`config.mk`:
```
export PLATFORM = sky130hd
export DESIGN_NAME = vga_hvsync_gen
export DESIGN_NICKNAME = d
export VERILOG_FILES = /design/src/rtl/vga_hvsync_gen.sv
export SDC_FILE = /design/constraint.sdc
export NUM_CORES = 1
export LEC_CHECK = 0
export BUFFER_PORTS_ARGS = -buffer_cell sky130_fd_sc_hd__buf_2
export CORE_AREA = 4 4 52 54
export DETAILED_ROUTE_END_ITERATION = 8
export DIE_AREA = 0 0 56 58
export PLACE_DENSITY = 0.79
export SLEW_MARGIN = 20
export SYNTH_ARGS = -nofsm -noshare
export SYNTH_HDL_FRONTEND = slang
export SYNTH_SLANG_ARGS = --single-unit
```
`constraint.sdc`:
```
create_clock -name clk -period 3.9 [get_ports clk]
set_clock_uncertainty 0.05 [all_clocks]
set_input_delay 0.39 -clock clk [delete_from_list [all_inputs] [get_ports clk]]
set_output_delay 0.39 -clock clk [all_outputs]
set_load 0.05 [all_outputs]
```
`src/rtl/vga_hvsync_gen.sv`:
```
// Free-running VGA raster timing generator (hsync/vsync, display_on, hpos/vpos).
// Define HVSYNC_STROBES_EN to add the registered line_end/frame_end strobes.
module vga_hvsync_gen #(
  parameter int H_DISPLAY   = 640,
  parameter int H_FRONT     = 16,
  parameter int H_SYNC      = 96,
  parameter int H_BACK      = 48,
  parameter int V_DISPLAY   = 480,
  parameter int V_BOTTOM    = 10,
  parameter int V_SYNC      = 2,
  parameter int V_TOP       = 33,
  parameter bit SYNC_ACTIVE = 1'b0
) (
  input  logic       clk,
  input  logic       reset,
  output logic       hsync,
  output logic       vsync,
  output logic       display_on,
  output logic [9:0] hpos,
  output logic [9:0] vpos
`ifdef HVSYNC_STROBES_EN
  ,
  output logic       line_end,
  output logic       frame_end
`endif
);

  localparam logic [9:0] H_LAST       = 10'(H_DISPLAY + H_FRONT + H_SYNC + H_BACK - 1);
  localparam logic [9:0] V_LAST       = 10'(V_DISPLAY + V_BOTTOM + V_SYNC + V_TOP - 1);
  localparam logic [9:0] H_DISP_END   = 10'(H_DISPLAY);
  localparam logic [9:0] V_DISP_END   = 10'(V_DISPLAY);
  localparam logic [9:0] H_SYNC_START = 10'(H_DISPLAY + H_FRONT);
  localparam logic [9:0] H_SYNC_END   = 10'(H_DISPLAY + H_FRONT + H_SYNC - 1);
  localparam logic [9:0] V_SYNC_START = 10'(V_DISPLAY + V_BOTTOM);
  localparam logic [9:0] V_SYNC_END   = 10'(V_DISPLAY + V_BOTTOM + V_SYNC - 1);

  logic       h_last;
  logic       v_last;
  logic [9:0] hpos_next;
  logic [9:0] vpos_next;
  logic       h_in_sync_next;
  logic       v_in_sync_next;

  always_comb begin
    h_last    = (hpos == H_LAST);
    v_last    = (vpos == V_LAST);
    hpos_next = hpos + 10'd1;
    vpos_next = vpos;
    if (h_last) begin
      hpos_next = '0;
      vpos_next = v_last ? '0 : vpos + 10'd1;
    end
    h_in_sync_next = (hpos_next >= H_SYNC_START) && (hpos_next <= H_SYNC_END);
    v_in_sync_next = (vpos_next >= V_SYNC_START) && (vpos_next <= V_SYNC_END);
  end

  // Syncs are registered from next-state counters so they line up with hpos/vpos.
  always_ff @(posedge clk or posedge reset) begin
    if (reset) begin
      hpos  <= '0;
      vpos  <= '0;
      hsync <= ~SYNC_ACTIVE;
      vsync <= ~SYNC_ACTIVE;
    end else begin
      hpos  <= hpos_next;
      vpos  <= vpos_next;
      hsync <= h_in_sync_next ? SYNC_ACTIVE : ~SYNC_ACTIVE;
      vsync <= v_in_sync_next ? SYNC_ACTIVE : ~SYNC_ACTIVE;
    end
  end

  assign display_on = (hpos < H_DISP_END) && (vpos < V_DISP_END);

`ifdef HVSYNC_STROBES_EN
  always_ff @(posedge clk or posedge reset) begin
    if (reset) begin
      line_end  <= 1'b0;
      frame_end <= 1'b0;
    end else begin
      line_end  <= (hpos_next == H_LAST);
      frame_end <= (hpos_next == H_LAST) && (vpos_next == V_LAST);
    end
  end
`endif

endmodule

```
==> key figures <==
Synth
  • Post-synthesis simple-gate area fraction: 24.58%
  • Synthesized flop and latch total: 22
  • Post-Synth Adder-Cell Area: 3.949%
  • Synthesized area: 1267 sq um
  • Synth Net Count: 135
  • Main flop type after synthesis: dfrtp_1
  • Largest area contributor in the netlist: dfrtp_1
  • Warnings, synthesis: 0
  • Avg Inst Size Synth: 9.825 sq um
  • Synth top area cells: dfrtp_1, dfstp_2, nand2_1
  • Netlist cell types: 43
  • Post-synthesis compound-gate area fraction: 14.02%
  • Synth top area share: 39.49%
  • Cell with the most instances after synthesis: dfrtp_1
  • Largest family of logic cells by synthesized area: simple AND/OR/NAND/NOR gates
  • Post-synth top cells: dfrtp_1, nand2_1, inv_1, nand3_1, nor2_1
  • Post-synth ARST share: 100.0%
  • Synth Instances: 129
  • Xor/xnor cell area share of the yosys netlist: 6.910%
  • Post-synth EDFFs: 0
  • Sequential area share after synthesis: 43.63%
  • Post-synthesis mux area share: 1.777%

Setup path
  • Crit path required time: 4.06 ns
  • Crit path cell chain: ha_1 -> and4_1 -> nand4_1 -> o21a_1 -> a2111oi_2 -> nand4_1
  • Setup crit start: hpos[0]$_DFF_PP0_
  • Critical path class: reg -> reg
  • Startpoint Class: flip-flop
  • Crit. End Element: flip-flop
  • Most frequent cell on the critical path: nand4_1
  • Worst path top cell family by delay: simple AND/OR/NAND/NOR gates
  • R2r startpoint: hpos[0]$_DFF_PP0_
  • Crit path max fanout: 14
  • Worst path max stage delay: 0.46 ns
  • WP data arrival: 2.58 ns
  • Critical-path top delay cell: nand4_1
  • CP Buf/Inv Count: 0

Global routing
  • Vias in the first global route: 964
  • Largest net degree at the start of global routing: 23
  • Tot GR Track Use: 17.32%
  • First-pass GRT wire length: 4498 microns
  • Initial antenna violation count: 0
  • Total gr overflow: 0

Power and ir drop
  • Total Power: 331.9 uW
  • Pleak: 0.6405 nW
  • Peak supply drop: 0.1712 mV
  • Power per cell area: 236.0 nW/um^2

STA
  • Slew margin rel.: 44.98%
  • Fmax: 0.4132 GHz
  • RSZ-0062 raised after global routing: false
  • Worst slew pin tran: 0.8244 ns
  • Final Worst Setup Slack: 1.480 ns
  • Final min period: 2.420 ns
  • Final Hold Viols: 0
  • Crit share post-route: 62.05%
  • Setup TNS: 0 ns
  • Worst Hold Slack: 0.1862 ns
  • Final-report max-slew violation count: 0
  • Endpoints failing setup: 0

Routing
  • DR pass1 iterations: 4
  • Vias per cell: 5.820
  • DR WL/cell: 14.45 microns
  • Post-Route WL: 2572 microns
  • DR iter-0 viols: 18
  • DR DRC count: 0
  • Antenna Violating Nets Remaining: 0
  • Vias: 1036

Floorplanning
  • Total die area: 3248 sq um
  • DIE WIDTH: 56 microns
  • Core area: 2212 sq um
  • Ports: 25
  • Initial Utilization: 57.30%
  • Rows: 17
  • Die Ht: 58 microns

Cells and area
  • N_diodes: 0
  • Final Non-Filler Cells: 178
  • Ratio of cells with drive above 1 in the final layout: 26.67%
  • Multi-input gate area in the final layout: 649.4 sq um
  • Layout area overhead: 10.96%
  • Sequential cell area: 553.0 sq um
  • Fillers: 199
  • # nets final: 158

Flow run
  • Max-cap check violation count: 0

Place
  • Final GP Congestion: 0.8119
  • PortBufs: 24
  • Placed cells: 175
  • Hpwl dp: 1900 microns
  • Post-Place Worst Slack: 1.545 ns

Clock network
  • H-tree depth: 1
  • Post-CTS setup repair buffer count: 0
  • Clock transition at path regs: 0.11 ns
  • Clk root buf: clkbuf_4
  • Hold buffers post-CTS: 0
  • # clock sinks: 22
  • Clk Latency, worst-skew pair: 0.29 ns
  • Post-cts resize count: 0
  • CTS buffer count: 3
  • Clock buffer depth: 2
  • TritonCTS clock tree: built

Outcome
  • Outcome: completed

Worst hold path
  • HP Class: in -> async
## cells by family (layout without fill, tap and decap cells)
kind of cell,after synthesis,count (layout)
AOI/OAI and AO/OA,23,23
xor gates and xnor gates,10,10
adders and majority gates,4,4
buffers and inverters,13,34
DFF,22,22
muxes,2,2
and+or+nand+nor,55,55
## worst reg2reg max path: stages (launching register included)
cell and delay [ns]:
dfrtp_1 0.45, ha_1 0.25, and4_1 0.28, nand4_1 0.46
o21a_1 0.36, a2111oi_2 0.33, nand4_1 0.15
## state kept, by name, summed over array words and instances, names as in the netlist
register and count:
vsync 1, hpos 10, hsync 1, vpos 10
## layout make-up
class                   count  share of cell area [%]
multi-input cells          94                   46.17
clock buffers               3                   1.601
well taps                  28                   2.491
repair buffers             24                   8.541
inverters                   7                   1.868
flip-flops and latches     22                   39.32
## where the power goes
group | total (mW) | leakage, nW | switching, mW | internal, mW
Sequential | 0.228 | 0.286 | 0 | 0.228
Clock | 0.0991 | 0.0138 | 0.0631 | 0.0359
Combinational | 0.00473 | 0.341 | 0.00433 | 0.000402
Total | 0.332 | 0.640 | 0.0675 | 0.264
## per-layer routing
metal | global-route usage (%) | part of all wire, %
met2 | 25.54 | 45
met1 | 24.82 | 49
met5 | 0 | 0
met3 | 4.232 | 5.2
met4 | 6.102 | 0.93
## final timing paths
| kind | to | slack, ns | cells after the start |
|---|---|---|---|
| worst min register to register | hpos[0]$_DFF_PP0_ | 0.50 | 1 |
| worst max register to register | vsync$_DFF_PP1_ | 1.48 | 6 |
| worst min-delay path | hpos[5]$_DFF_PP0_ | 0.19 | 2 |
| worst max-delay path | vsync$_DFF_PP1_ | 1.48 | 6 |
| max in group asynchronous | hpos[9]$_DFF_PP0_ | 3.11 | 2 |
| min in group clk | hpos[0]$_DFF_PP0_ | 0.50 | 1 |
## through the flow
stage / area [sq um] / utilization (%)
finish: 1406 / 63.57
global route: 1406 / 63.57
CTS: 1406 / 63.57
detailed placement: 1384 / 62.56
global placement: 1384 / 62.56
floorplan: 1267 / -
## cells in the final DEF, fill, tap and decap left out, drive strengths merged, types with 4 or more instances in the layout
| master | instances |
|---|---|
| buf | 24 |
| dfrtp | 20 |
| ha | 4 |
| inv | 7 |
| nand2 | 14 |
| nand3 | 7 |
| nand4 | 5 |
| nor2 | 7 |
| nor3 | 5 |
| o21ai | 5 |
| xnor2 | 5 |
| xor2 | 5 |
(Power assumes the default switching activity.)
